--- config.mk ---
export PLATFORM = sky130hd
export DESIGN_NAME = mips_cpu_mem_access_unit
export DESIGN_NICKNAME = d
export VERILOG_FILES = /design/src/rtl/mips_cpu_mem_access_unit.sv
export SDC_FILE = /design/constraint.sdc
export NUM_CORES = 1
export LEC_CHECK = 0
export CORE_MARGIN = 2
export CORE_UTILIZATION = 45
export CTS_BUF_LIST = sky130_fd_sc_hd__clkbuf_2
export DETAILED_ROUTE_END_ITERATION = 16
export PLACE_DENSITY = 0.83
export SLEW_MARGIN = 25
export SYNTH_ARGS = -nofsm -noshare
export SYNTH_HDL_FRONTEND = slang
export SYNTH_SLANG_ARGS = --single-unit
--- constraint.sdc ---
create_clock -name clk -period 5.05 [get_ports clk]
set_input_delay 1.01 -clock clk [delete_from_list [all_inputs] [get_ports clk]]
set_output_delay 1.01 -clock clk [all_outputs]
set_load 0.05 [all_outputs]
--- src/rtl/mips_cpu_mem_access_unit.sv ---
// mips_cpu_mem_access_unit
//   Load/store bus master for the multicycle MIPS core. It takes one
//   byte/half/word request at a time and runs it as a single Avalon-MM
//   transaction. It builds the byte lanes and store data, and extracts and
//   extends load data. Misaligned or illegal-size requests are rejected
//   without a bus cycle. A bus cycle that stalls for too long is aborted
//   with an error.
//
// Ports
//   clk, reset            clock, asynchronous active-high reset
//   req_*                 CPU request (valid/ready handshake, write, size,
//                         signed, byte address, right-justified store data)
//   resp_valid/rdata/err  one-cycle completion pulse, extended load data,
//                         error flag
//   mem_*, memread,       Avalon-MM master (word-aligned address, strobes,
//   memwrite, byteenable, lane-replicated store data, stall, read data)
//   waitrequest

module mips_cpu_mem_access_unit #(
  parameter int ADDR_W     = 32,
  parameter bit BIG_ENDIAN = 1'b1,
  parameter int TIMEOUT    = 255
) (
  input  logic              clk,
  input  logic              reset,
  input  logic              req_valid,
  output logic              req_ready,
  input  logic              req_write,
  input  logic [1:0]        req_size,
  input  logic              req_signed,
  input  logic [ADDR_W-1:0] req_addr,
  input  logic [31:0]       req_wdata,
  output logic              resp_valid,
  output logic [31:0]       resp_rdata,
  output logic              resp_err,
  output logic [ADDR_W-1:0] mem_address,
  output logic              memread,
  output logic              memwrite,
  input  logic              waitrequest,
  output logic [31:0]       memwritedata,
  output logic [3:0]        byteenable,
  input  logic [31:0]       memreaddata
);

  // state | meaning
  // IDLE  | ready for a request
  // BUS   | Avalon transaction in flight, waiting for waitrequest low
  // RESP  | resp_valid pulse, then back to IDLE
  localparam logic [1:0] IDLE = 2'b00;
  localparam logic [1:0] BUS  = 2'b01;
  localparam logic [1:0] RESP = 2'b10;

  localparam logic [1:0] SZ_BYTE = 2'b00;
  localparam logic [1:0] SZ_HALF = 2'b01;
  localparam logic [1:0] SZ_WORD = 2'b10;

  // The counter only needs to reach TIMEOUT-1; the abort fires on the
  // cycle it sits there with waitrequest still high.
  localparam int CNT_W = (TIMEOUT > 1) ? $clog2(TIMEOUT) : 1;
  localparam logic [CNT_W-1:0] TO_LAST = CNT_W'((TIMEOUT > 0) ? TIMEOUT - 1 : 0);

  logic [1:0]       state;
  logic [CNT_W-1:0] cnt_q;
  logic [1:0]       off_q;
  logic [1:0]       size_q;
  logic             signed_q;
  logic             write_q;

  logic             misaligned;
  logic [3:0]       be_next;
  logic [31:0]      wdata_next;
  logic [1:0]       byte_idx;
  logic             half_hi;
  logic [7:0]       ld_byte;
  logic [15:0]      ld_half;
  logic [31:0]      load_ext;
  logic             timeout_hit;

  // The reset term keeps req_ready low until reset is released.
  assign req_ready = (state == IDLE) && !reset;

  assign misaligned = (req_size == 2'b11) ||
                      ((req_size == SZ_HALF) && req_addr[0]) ||
                      ((req_size == SZ_WORD) && (req_addr[1:0] != 2'b00));

  always_comb begin
    be_next    = 4'b0000;
    wdata_next = req_wdata;
    case (req_size)
      SZ_WORD: begin
        be_next    = 4'b1111;
        wdata_next = req_wdata;
      end
      SZ_HALF: begin
        if (BIG_ENDIAN) be_next = req_addr[1] ? 4'b0011 : 4'b1100;
        else            be_next = req_addr[1] ? 4'b1100 : 4'b0011;
        wdata_next = {2{req_wdata[15:0]}};
      end
      default: begin
        if (BIG_ENDIAN) be_next = 4'b0001 << (2'd3 - req_addr[1:0]);
        else            be_next = 4'b0001 << req_addr[1:0];
        wdata_next = {4{req_wdata[7:0]}};
      end
    endcase
  end

  // Load lane selection uses the offset latched at accept time.
  always_comb begin
    byte_idx = BIG_ENDIAN ? (2'd3 - off_q) : off_q;
    half_hi  = BIG_ENDIAN ? ~off_q[1] : off_q[1];
    case (byte_idx)
      2'd0:    ld_byte = memreaddata[7:0];
      2'd1:    ld_byte = memreaddata[15:8];
      2'd2:    ld_byte = memreaddata[23:16];
      default: ld_byte = memreaddata[31:24];
    endcase
    ld_half = half_hi ? memreaddata[31:16] : memreaddata[15:0];
    case (size_q)
      SZ_BYTE: load_ext = signed_q ? {{24{ld_byte[7]}}, ld_byte} : {24'h0, ld_byte};
      SZ_HALF: load_ext = signed_q ? {{16{ld_half[15]}}, ld_half} : {16'h0, ld_half};
      default: load_ext = memreaddata;
    endcase
  end

  assign timeout_hit = (TIMEOUT != 0) && (cnt_q == TO_LAST);

  always_ff @(posedge clk or posedge reset) begin
    if (reset) begin
      state        <= IDLE;
      cnt_q        <= '0;
      off_q        <= 2'b00;
      size_q       <= 2'b00;
      signed_q     <= 1'b0;
      write_q      <= 1'b0;
      resp_valid   <= 1'b0;
      resp_rdata   <= 32'h0;
      resp_err     <= 1'b0;
      mem_address  <= '0;
      memread      <= 1'b0;
      memwrite     <= 1'b0;
      memwritedata <= 32'h0;
      byteenable   <= 4'b0000;
    end else begin
      resp_valid <= 1'b0;
      case (state)
        IDLE: begin
          if (req_valid) begin
            if (misaligned) begin
              state      <= RESP;
              resp_valid <= 1'b1;
              resp_err   <= 1'b1;
              resp_rdata <= 32'h0;
            end else begin
              mem_address  <= {req_addr[ADDR_W-1:2], 2'b00};
              byteenable   <= be_next;
              memwritedata <= wdata_next;
              memwrite     <= req_write;
              memread      <= !req_write;
              off_q        <= req_addr[1:0];
              size_q       <= req_size;
              signed_q     <= req_signed;
              write_q      <= req_write;
              cnt_q        <= '0;
              state        <= BUS;
            end
          end
        end
        BUS: begin
          if (!waitrequest) begin
            memread    <= 1'b0;
            memwrite   <= 1'b0;
            resp_valid <= 1'b1;
            resp_err   <= 1'b0;
            resp_rdata <= write_q ? 32'h0 : load_ext;
            state      <= RESP;
          end else if (timeout_hit) begin
            memread    <= 1'b0;
            memwrite   <= 1'b0;
            resp_valid <= 1'b1;
            resp_err   <= 1'b1;
            resp_rdata <= 32'h0;
            state      <= RESP;
          end else begin
            cnt_q <= cnt_q + 1'b1;
          end
        end
        RESP: begin
          state <= IDLE;
        end
        default: begin
          state <= IDLE;
        end
      endcase
    end
  end

endmodule

# ---- Word-level counts from Yosys, hierarchy flattened
# Cells that the tools add are included.
dict set report word_totals {
  regBits 118
  input_bits 104
  output_inout_bits 105
  word_cells 92
}
dict set report op_classes {
  add_sub_neg 3
  n_eq_ne 14
  shift 1
  muxes 42
  bitwise 1
  n_reduce_logical 17
}
# op n
set op_table {}
lappend op_table {{$mux W32} 7}
lappend op_table {{$pmux W32 S2} 3}
lappend op_table {{$mux W8} 4}
lappend op_table {{$pmux W8 S3} 1}
lappend op_table {{$mux W16} 1}
lappend op_table {{$pmux W8 S2} 1}
lappend op_table {{$mux W1} 14}
lappend op_table {{$ne A2 B2 Y1 const B} 5}
lappend op_table {{$add A8 B1 Y8 const B} 1}
lappend op_table {{$eq A2 B1 Y1 const B} 4}
lappend op_table {{$eq A8 B8 Y1 const B} 1}
lappend op_table {{$mux W2} 4}
lappend op_table {{$pmux W1 S2} 4}
lappend op_table {{$pmux W4 S2} 1}
lappend op_table {{$reduce_and A4 Y1} 2}
lappend op_table {{$eq A2 B2 Y1 const B} 3}
lappend op_table {{$logic_not A2 Y1} 3}
lappend op_table {{$reduce_and A5 Y1} 1}
lappend op_table {{$mux W4} 1}
lappend op_table {{$pmux W2 S2} 1}
lappend op_table {{$reduce_bool A2 Y1} 2}
lappend op_table {{$shl A1 B2 Y4 const A} 1}
lappend op_table {{$sub A2 B2 Y2 const A} 2}
lappend op_table {{$logic_and A1 B1 Y1} 3}
lappend op_table {{6 further kinds} 8}

# ---- Longest topological paths before layout
# Gate-level depths: netlist of the first run.
dict set report logic_depth {
  word_depth 8
  depth_mapped 8
  depth_no_buf 7
}

# ---- Worst setup path before layout of the first run
# No wires, ideal clock.
dict set report synth_path {
  path_kind {in2out}
  from {input reset}
  to {output req_ready}
  arrival_ps 2055
  t_required_ps 4040
  setup_slack_ps 1985
  stages 1
  n_path_buf 0
  path_cell_list {nor3_1}
}
dict set report synth_via {
  elab_chain_len 2
}
# element line
set synth_rtl {}
lappend synth_rtl {{from (decl)} 25} ;# input logic reset,
lappend synth_rtl {{$logic_not A1 Y1 (no line)} n/a}
lappend synth_rtl {{$logic_and A1 B1 Y1} 80} ;# assign req_ready = (state == IDLE) && !reset;
lappend synth_rtl {{to (decl)} 27} ;# output logic req_ready,
# No other way between the ends.

# ---- Worst setup path in the final report of the first run
# Same ends and word-level chain as after synthesis.

==> results.toml, run 1 <==
[status]
status = "finished clean"

[logic_synthesis]
synth-edff-count = 0
yosys_most_used_dff = "dfrtp_1"
synth_seq_cells = 118
yosysTopAreaCellShare_pct = 53.2
synth_cells = 580
synth-async-reset-ratio_pct = 100
syn_avg_cell_area_um2 = 9.58
synth.distinct_cells = 53
synth_area_leaders = "dfrtp_1 (53%), nand2_1 (9.7%), o21ai_0 (3.7%)"
yosys_warnings = 0
synth_area_leader_cell = "dfrtp_1"
synth_area_mm2 = 0.00555
ys_seq_area_share_pct = 53.2

[pwr]
comb_power_share_pct = 55.4
sw_frac_of_total_pct = 49.5
p_leak_nw = 3.54
p_per_area_mw_per_mm2 = 661
p_sw_mw = 2.61
ir_worst_vdd_mv = 0.460
p_int_mw = 2.66
clkPwrFrac_pct = 13.3
sequentialPowerShare_pct = 31.2

[route]
vias = 5374
routed_wl_um = 17000
drc = 0
wl_per_cell_um = 18.3
routed_via_density = 5.78
ant_nets = 0
dr.pass1.iters = 5
drtIter0Drc = 423

[global_route]
grt_max_degree = 66
grt_pass1_wl_um = 26900
antenna_found_initial = 1
grt_overflow_total = 0
track_usage_pct = 26.1
grt_pass1_vias = 5332

[cts]
cts_tree = "yes"
clk_path_buf_depth = 2
cts_hold_buf = 0
clk_latency_ns = 0.72
cts_buffers = 17
htreeDepth = 4
clk_pin_slew_ns = 0.19
ctsRootBufferMaster = "clkbuf_2"
ctsResizeCount = 0
clkSinkCount = 118
cts_setup_buffers = 0

[setup_path]
r2r-end = "resp_rdata[23]$_DFFE_PP0P_"
r2r_slack_ns = 2.67
reg2reg_depth = 3
critPathLaunchType = "input port"
critPathKind = "input port to output pin"
cp.arrival_ns = 2.47
r2r-start = "off_q[1]$_DFFE_PP0P_"
cp_max_fo = 2
required_ns = 4.04
worst_setup_path_end_kind = "output pin"

[floorplanning]
start_util_pct = 46.2
ioPinCount = 209
placementRows = 40
dieArea_mm2 = 0.0132
fp.dieW_um = 115
die_y_um = 115
coreArea_mm2 = 0.0120

[hold_path]
hp-class = "flip-flop to flip-flop"
hold_start = "mem_address[21]$_DFFE_PP0P_"
whs_path_depth = 2
hold_path_end = "mem_address[21]$_DFFE_PP0P_"

[place]
dp_cells = 896
hpwl_um = 12000
place.gp.congestion = 0.855
io_buffers = 206

[cells_and_area]
multiInputGateArea_mm2 = 0.00235
layoutNonFillerInstCount = 930
fin_nets = 877
layout-drive-gt1-share_pct = 7.94
finish.utilization_pct = 66.4
regArea_mm2 = 0.00295
n_fill_cell = 938
syn2layout_area_growth_pct = 43.5

[timing]
finalWorstPathRequiredPeriod_ns = 3.48
tns_ns = 0
holdWs_ns = 0.501
max_freq_ghz = 0.287
maxSlewHeadroom_pct = 35.3
rsz0062_at_grt = "false"
finalHoldViolations = 0
worst_pin_slew_ns = 0.970
worst_clock_skew_ns = 0.0346
period_share_pct = 68.9
setup_viol = 0
slew_violations = 0

[job]
maxCapViolations = 0
==> cells by family (layout without fill, tap and decap cells) <==
family	after synthesis	count (layout)	synth area share (%)
AND/OR/NAND/NOR	219	219	16.9
other	1	4	0.0675
XOR/XNOR	5	5	0.789
multiplexers	9	9	2.97
buffers and inverters	67	267	4.89
adder cells (fa/ha/maj)	5	5	1.13
flip-flops	118	118	53.2
AO/OA/AOI/OAI	156	156	20.1
==> sequential cells by signal (all words and copies together), names as in the netlist <==
register and count:
memread 1, memwritedata 32, signed_q 1, resp_valid 1, cnt_q 8, resp_err 1, state 2, byteenable 4
size_q 2, off_q 2, memwrite 1, mem_address 30, write_q 1, resp_rdata 32
==> metrics by stage <==
stage / area [um^2] / worst slack [ns] / power, mW
floorplan: 5560 / 0.911 / 3.53
global placement: 7690 / 1.42 / 4.51
detailed placement: 7690 / 1.25 / 4.58
CTS: 7960 / 1.57 / 5.29
global route: 7970 / 1.50 / 5.52
finish: 7970 / 1.57 / 5.27
==> area by class of cell <==
type                            count  area share (%)
Multi-Input combinational cell    396            29.5
Clock buffer                       19            1.19
Sequential cell                   118            37.0
Clock inverter                     13            2.28
Tap cell                          147            2.31
Antenna cell                        2          0.0628
Timing Repair Buffer              211            26.5
Inverter                           24            1.16
==> how the worst max path moves through the flow <==
stage / from / slack [ns] / to / cells past startpoint
after floorplan: reset / 0.91 / byteenable[0]$_DFFE_PP0P_ / 1
after global placement: req_size[0] / 1.42 / size_q[1]$_DFFE_PP0P_ / 7
after detailed placement: req_size[0] / 1.25 / memwritedata[18]$_DFFE_PP0P_ / 7
after CTS: reset / 1.57 / req_ready / 3
after global routing: reset / 1.50 / req_ready / 3
final: reset / 1.57 / req_ready / 3
==> per-layer routing <==
layer | track usage, % | routed length, um
met2 | 43.4 | 8560
met1 | 32.2 | 6640
met4 | 9.48 | 274
met5 | 0 | 0
met3 | 8.43 | 1540
==> power by group through the flow <==
stage,combinational (mW),sequential (mW),clock [mW]
3_5_place_dp,2.92,1.66,0
5_1_grt,3.06,1.70,0.758
6_report,2.92,1.65,0.703
4_1_cts,2.93,1.64,0.714
3_3_place_gp,2.87,1.64,0
2_1_floorplan,0.737,2.79,0
==> synth_stat cells, types with 2 or more instances <==
| library cell | n |
|---|---|
| a211oi_1 | 3 |
| a21oi_1 | 15 |
| a221o_1 | 12 |
| a221o_2 | 10 |
| a22o_1 | 9 |
| a22oi_1 | 16 |
| a2bb2oi_1 | 7 |
| a311oi_1 | 2 |
| a31oi_1 | 3 |
| buf_1 | 2 |
| buf_2 | 4 |
| buf_4 | 2 |
| clkbuf_1 | 34 |
| dfrtp_1 | 118 |
| ha_1 | 5 |
| inv_1 | 24 |
| mux2i_1 | 3 |
| mux4_2 | 6 |
| nand2_1 | 143 |
| nand2b_1 | 3 |
| nand3_1 | 19 |
| nand3b_1 | 3 |
| nor2_1 | 32 |
| nor2b_1 | 2 |
| nor3_1 | 3 |
| o211ai_1 | 9 |
| o21ai_0 | 41 |
| o22ai_1 | 14 |
| o2bb2ai_1 | 7 |
| or2_2 | 2 |
| or4_1 | 2 |
| xnor2_1 | 2 |
| xor2_1 | 3 |
==> cell usage in the layout (no fill, tap or decap), types with 2 or more instances in the layout <==
| cell | synthesis | routed |
|---|---|---|
| mux2i_1 | 3 | 3 |
| a31oi_1 | 3 | 3 |
| nor2b_1 | 2 | 2 |
| nand2_1 | 143 | 143 |
| xor2_1 | 3 | 3 |
| mux4_2 | 6 | 6 |
| o211ai_1 | 9 | 9 |
| o2bb2ai_1 | 7 | 7 |
| a221o_2 | 10 | 10 |
| nand3b_1 | 3 | 3 |
| xnor2_1 | 2 | 2 |
| a311oi_1 | 2 | 2 |
| inv_1 | 24 | 23 |
| o21ai_0 | 41 | 40 |
| dfrtp_1 | 118 | 118 |
| or2_2 | 2 | 2 |
| a2bb2oi_1 | 7 | 7 |
| nand2b_1 | 3 | 3 |
| a221o_1 | 12 | 12 |
| buf_4 | 2 | 4 |
| clkinv_2 | 0 | 2 |
| nand3_1 | 19 | 19 |
| bufinv_16 | 0 | 4 |
| nor3_1 | 3 | 3 |
| conb_1 | 1 | 2 |
| a22oi_1 | 16 | 16 |
| clkinvlp_4 | 0 | 4 |
| clkinv_4 | 0 | 2 |
| clkbuf_2 | 0 | 19 |
| a211oi_1 | 3 | 3 |
| or4_1 | 2 | 2 |
| diode_2 | 0 | 2 |
| ha_1 | 5 | 5 |
| a21oi_1 | 15 | 15 |
| nor2_1 | 32 | 31 |
| a22o_1 | 9 | 9 |
| o22ai_1 | 14 | 14 |
| clkdlybuf4s50_1 | 0 | 206 |
==> worst max-delay path: stages <==
cell and delay (ns):
clkdlybuf4s50_1 0.46, nor3_1 0.15, clkdlybuf4s50_1 0.85
Power figures use the tool's default switching activity.
==> run 2, diff against run 1 <==
==> constraint.sdc (replaced) <==
create_clock -name clk -period 3.52 [get_ports clk]
set_input_delay 0.704 -clock clk [delete_from_list [all_inputs] [get_ports clk]]
set_output_delay 0.704 -clock clk [all_outputs]
set_load 0.05 [all_outputs]
==> run 2 against run 1 <==
Clock skew decreased by 0.0085 ns. Utilization up 1.2 points. Routed wire length fell by 1.9%. Critical path depth fell by 1. Cell count is 0.54% higher. Highest routed layer unchanged.
==> results.toml, run 2 (synthesis gave the netlist of run 1 again) <==
[cells_and_area]
top_regs = "memwritedata: 32 flops, resp_rdata: 32 flops, mem_address: 30 flops"
layout-drive-gt1-share_pct = 8.63
syn2layout_area_growth_pct = 46.0
final_common_cell = "clkdlybuf4s50_1"
antenna_cells = 0
multiInputGateArea_mm2 = 0.00235
mostFrequentLayoutCells = "clkdlybuf4s50_1 (206), nand2_1 (143), dfrtp_1 (118), o21ai_0 (40), nor2_1 (32)"
regArea_mm2 = 0.00295
n_fill_cell = 946
fin_nets = 884

[cts]
clk_latency_ns = 0.66
clkSinkCount = 118
ctsRootBufferMaster = "clkbuf_2"
clk_pin_slew_ns = 0.19
cts_setup_buffers = 0
cts_tree = "yes"
htreeDepth = 4
ctsResizeCount = 0
cts_hold_buf = 0
clk_path_buf_depth = 2
cts_buffers = 17

[pwr]
p_per_area_mw_per_mm2 = 954
ir_worst_vdd_mv = 0.702
p_leak_nw = 3.61

[timing]
period_share_pct = 85.5
rsz0062_at_grt = "false"
finalWorstPathRequiredPeriod_ns = 3.01
tns_ns = 0
setup_ws_ns = 0.512
worst_pin_slew_ns = 0.761
worst_clock_skew_ns = 0.0261
maxSlewHeadroom_pct = 49.3
max_freq_ghz = 0.332
slew_violations = 0
setup_viol = 0
finalHoldViolations = 0
holdWs_ns = 0.502

[route]
routed_via_density = 5.67
routed_wl_um = 16700
vias = 5303
drtIter0Drc = 460
ant_nets = 0
drc = 0
dr.pass1.iters = 5
wl_per_cell_um = 17.9

[global_route]
grt_pass1_vias = 5205
antenna_found_initial = 0
grt_pass1_wl_um = 26400
grt_overflow_total = 0
track_usage_pct = 25.6
grt_max_degree = 119

[place]
hpwl_um = 11900
place.gp.congestion = 0.803
io_buffers = 206
pre_cts_slack_ns = 0.333

[floorplanning]
die_y_um = 115
ioPinCount = 209
coreArea_mm2 = 0.0120
fp.dieW_um = 115
placementRows = 40
start_util_pct = 46.2
dieArea_mm2 = 0.0132

[setup_path]
critPathLaunchType = "flip-flop"
required_ns = 2.82
worst_setup_path_end_kind = "output pin"
cp_max_fo = 9
critPathKind = "flip-flop to output pin"
reg2reg_depth = 4
cp.arrival_ns = 2.30

[hold_path]
whs_path_depth = 2
hp-class = "flip-flop to flip-flop"

[status]
status = "finished clean"

[job]
maxCapViolations = 0
-- run 2: per-layer routing --
metal	global-route usage [%]	share of wire, %	vias up
met5	0	0	-
met4	9.00	2.0	0
met3	7.96	8.2	31
met2	43.4	51	248
met1	31.0	39	2583
li1	-	-	2441
-- run 2: final cells by class --
type	count	area share (%)
Clock inverter	15	3.10
Inverter	24	1.16
Tap cell	147	2.27
Sequential cell	118	36.4
Timing Repair Buffer	218	27.1
Clock buffer	17	1.05
Multi-Input combinational cell	396	28.9
-- run 2: power breakdown --
part	internal (mW)	switching [mW]	total, mW	leakage (nW)
combinational	1.47	2.75	4.22	1.91
sequential	1.89	0.447	2.34	1.52
clock	0.615	0.559	1.17	0.183
-- run 2: final timing paths --
path	slack, ns	end	startpoint
worst min-delay path	0.50	mem_address[9]$_DFFE_PP0P_	mem_address[9]$_DFFE_PP0P_
max in group asynchronous	2.44	resp_rdata[30]$_DFFE_PP0P_	reset
worst max-delay path	0.51	req_ready	state[1]$_DFFE_PP0P_
min in group asynchronous	0.61	resp_rdata[7]$_DFFE_PP0P_	reset
worst max register to register	1.18	memwritedata[23]$_DFFE_PP0P_	state[1]$_DFFE_PP0P_
worst min register to register	0.50	mem_address[9]$_DFFE_PP0P_	mem_address[9]$_DFFE_PP0P_
-- run 2: metrics by stage --
stage                     instance area, um^2  util (%)  power [mW]  cells
after floorplan                          5560         -        5.06    581
after global placement                   7750      64.5        6.48    902
after detailed placement                 7750      64.5        6.58    902
after CTS                                8080      67.3        7.76    934
after global routing                     8110      67.5        8.11    935
final                                    8110      67.5        7.73    935
-- run 2: critical path, stage by stage (launching register included) --
cell and delay (ns):
dfrtp_1 0.51, nor3_1 0.29, clkdlybuf4s50_1 0.86
==> run 3, diff against run 2 <==
--- a/config.mk
+++ b/config.mk
@@ -6,10 +6,10 @@
 export NUM_CORES = 1
 export LEC_CHECK = 0
 export CORE_MARGIN = 2
-export CORE_UTILIZATION = 45
+export CORE_UTILIZATION = 35
 export CTS_BUF_LIST = sky130_fd_sc_hd__clkbuf_2
 export DETAILED_ROUTE_END_ITERATION = 16
-export PLACE_DENSITY = 0.83
+export PLACE_DENSITY = 0.68
 export SLEW_MARGIN = 25
 export SYNTH_ARGS = -nofsm -noshare
 export SYNTH_HDL_FRONTEND = slang
==> run 3 against run 2 <==
First-iteration DRC count fell by 4.6%. Sequential share of layout area barely moved. Sequential power about the same. Clock-buffer cell count is 1 higher. Clock power is 15% lower. Largest power group unchanged. Total power fell by 2.4%. Setup slack better by 0.037 ns. Clock skew rose by 0.011 ns. Die area rose by 28%. Final area about the same. Register-to-register slack improved by 0.03 ns. Cell count rose by 7.5%. Critical path type unchanged.
==> results.toml, run 3 (synthesis gave the netlist of run 1 again) <==
[cts]
htreeDepth = 4
cts_setup_buffers = 0
clk_latency_ns = 0.68
clk_path_buf_depth = 2
ctsRootBufferMaster = "clkbuf_2"
clk_pin_slew_ns = 0.18
ctsResizeCount = 0
cts_hold_buf = 0
cts_buffers = 17
cts_tree = "yes"
clkSinkCount = 118

[timing]
rsz0062_at_grt = "false"
finalWorstPathRequiredPeriod_ns = 2.97
holdWs_ns = 0.500
tns_ns = 0
finalHoldViolations = 0
slew_violations = 0
setup_viol = 0
worst_pin_slew_ns = 0.791
maxSlewHeadroom_pct = 47.2
worst_clock_skew_ns = 0.0373
period_share_pct = 84.4
setup_ws_ns = 0.548
max_freq_ghz = 0.336

[setup_path]
critPathKind = "flip-flop to output pin"
r2r_slack_ns = 1.21
r2r-end = "resp_rdata[23]$_DFFE_PP0P_"
cpLargestDelayFamily = "buffers and inverters"
required_ns = 2.82
cp_max_fo = 9
reg2reg_depth = 3
cp.buffers_inverters = 1
critPathLaunchType = "flip-flop"
cp.arrival_ns = 2.27
cp_slowest_stage_delay_ns = 0.83
worst_setup_path_end_kind = "output pin"
worstPathCellList = "nor3_1, clkdlybuf4s50_1"
r2r-start = "off_q[1]$_DFFE_PP0P_"
critPathSlowestCell = "clkdlybuf4s50_1"

[route]
ant_nets = 0
routed_wl_um = 17100
routed_via_density = 5.26
wl_per_cell_um = 17.0
vias = 5283
drtIter0Drc = 439
drc = 0
dr.pass1.iters = 5

[floorplanning]
fp.dieW_um = 130
dieArea_mm2 = 0.0169
ioPinCount = 209
start_util_pct = 35.3
coreArea_mm2 = 0.0157
placementRows = 46
die_y_um = 130

[global_route]
grt_max_degree = 119
grt_pass1_vias = 5301
grt_overflow_total = 0
grt_pass1_wl_um = 26700
antenna_found_initial = 0
track_usage_pct = 20.2

[place]
hpwl_um = 12200
io_buffers = 206
pre_cts_slack_ns = 0.641
place.gp.congestion = 0.772
dpl_cell_area_mm2 = 0.00784

[cells_and_area]
final_common_cell = "clkdlybuf4s50_1"
mostFrequentLayoutCells = "clkdlybuf4s50_1 (206), nand2_1 (143), dfrtp_1 (118), o21ai_0 (40), nor2_1 (32)"
syn2layout_area_growth_pct = 46.0
fin_nets = 885
layout-drive-gt1-share_pct = 8.87
top_regs = "memwritedata: 32 flops, resp_rdata: 32 flops, mem_address: 30 flops"
antenna_cells = 0
final_cell_area_mm2 = 0.00811

[pwr]
ir_worst_vdd_mv = 0.495
p_leak_nw = 3.58
p_per_area_mw_per_mm2 = 931

[job]
maxCapViolations = 0

[hold_path]
whs_path_depth = 2
hold_path_end = "mem_address[11]$_DFFE_PP0P_"
hp-class = "flip-flop to flip-flop"
hold_start = "mem_address[11]$_DFFE_PP0P_"

[status]
status = "finished clean"
-- run 3: cell type report --
class / instances / area [um^2]
fillers: 1402 / 7600
well taps: 216 / 270
clock buffers: 18 / 90.1
multi-input cells: 396 / 2350
clock inverters: 14 / 184
repair buffers: 219 / 2170
inverters: 24 / 93.8
flip-flops and latches: 118 / 2950
-- run 3: worst max-delay path by stage --
stage                               from  cells after the start  slack [ns]        end
floorplan                          reset                      1        1.07  req_ready
global placement                   reset                      3        0.66  req_ready
detailed placement                 reset                      3        0.64  req_ready
CTS                 state[1]$_DFFE_PP0P_                      2        0.47  req_ready
global route        state[1]$_DFFE_PP0P_                      2        0.32  req_ready
finish              state[1]$_DFFE_PP0P_                      2        0.55  req_ready
-- run 3: metal layers --
metal	track usage (%)	share of wire, %	vias up
li1	-	-	2436
met1	25.5	41	2587
met2	33.3	49	240
met3	7.18	8.6	20
met4	5.12	0.94	0
met5	0	0	-
-- run 3: power by group --
| part | leakage [nW] | internal [mW] | switching (mW) |
|---|---|---|---|
| Clock | 0.156 | 0.463 | 0.542 |
| Sequential | 1.52 | 1.89 | 0.454 |
| Combinational | 1.90 | 1.46 | 2.73 |
| Total | 3.58 | 3.82 | 3.73 |
-- run 3: tightest hold or removal path: cells and delay by family (launching register included) --
family | cells | cell delay [ns]
DFF | 1 | 0.38
and+or+nand+nor | 2 | 0.11
-- run 3: through the flow --
stage | power, mW | instances | utilization, %
after floorplan | 5.06 | 581 | -
after global placement | 6.50 | 973 | 49.9
after detailed placement | 6.58 | 973 | 49.9
after CTS | 7.60 | 1005 | 51.6
after global routing | 7.93 | 1005 | 51.6
final | 7.55 | 1005 | 51.6
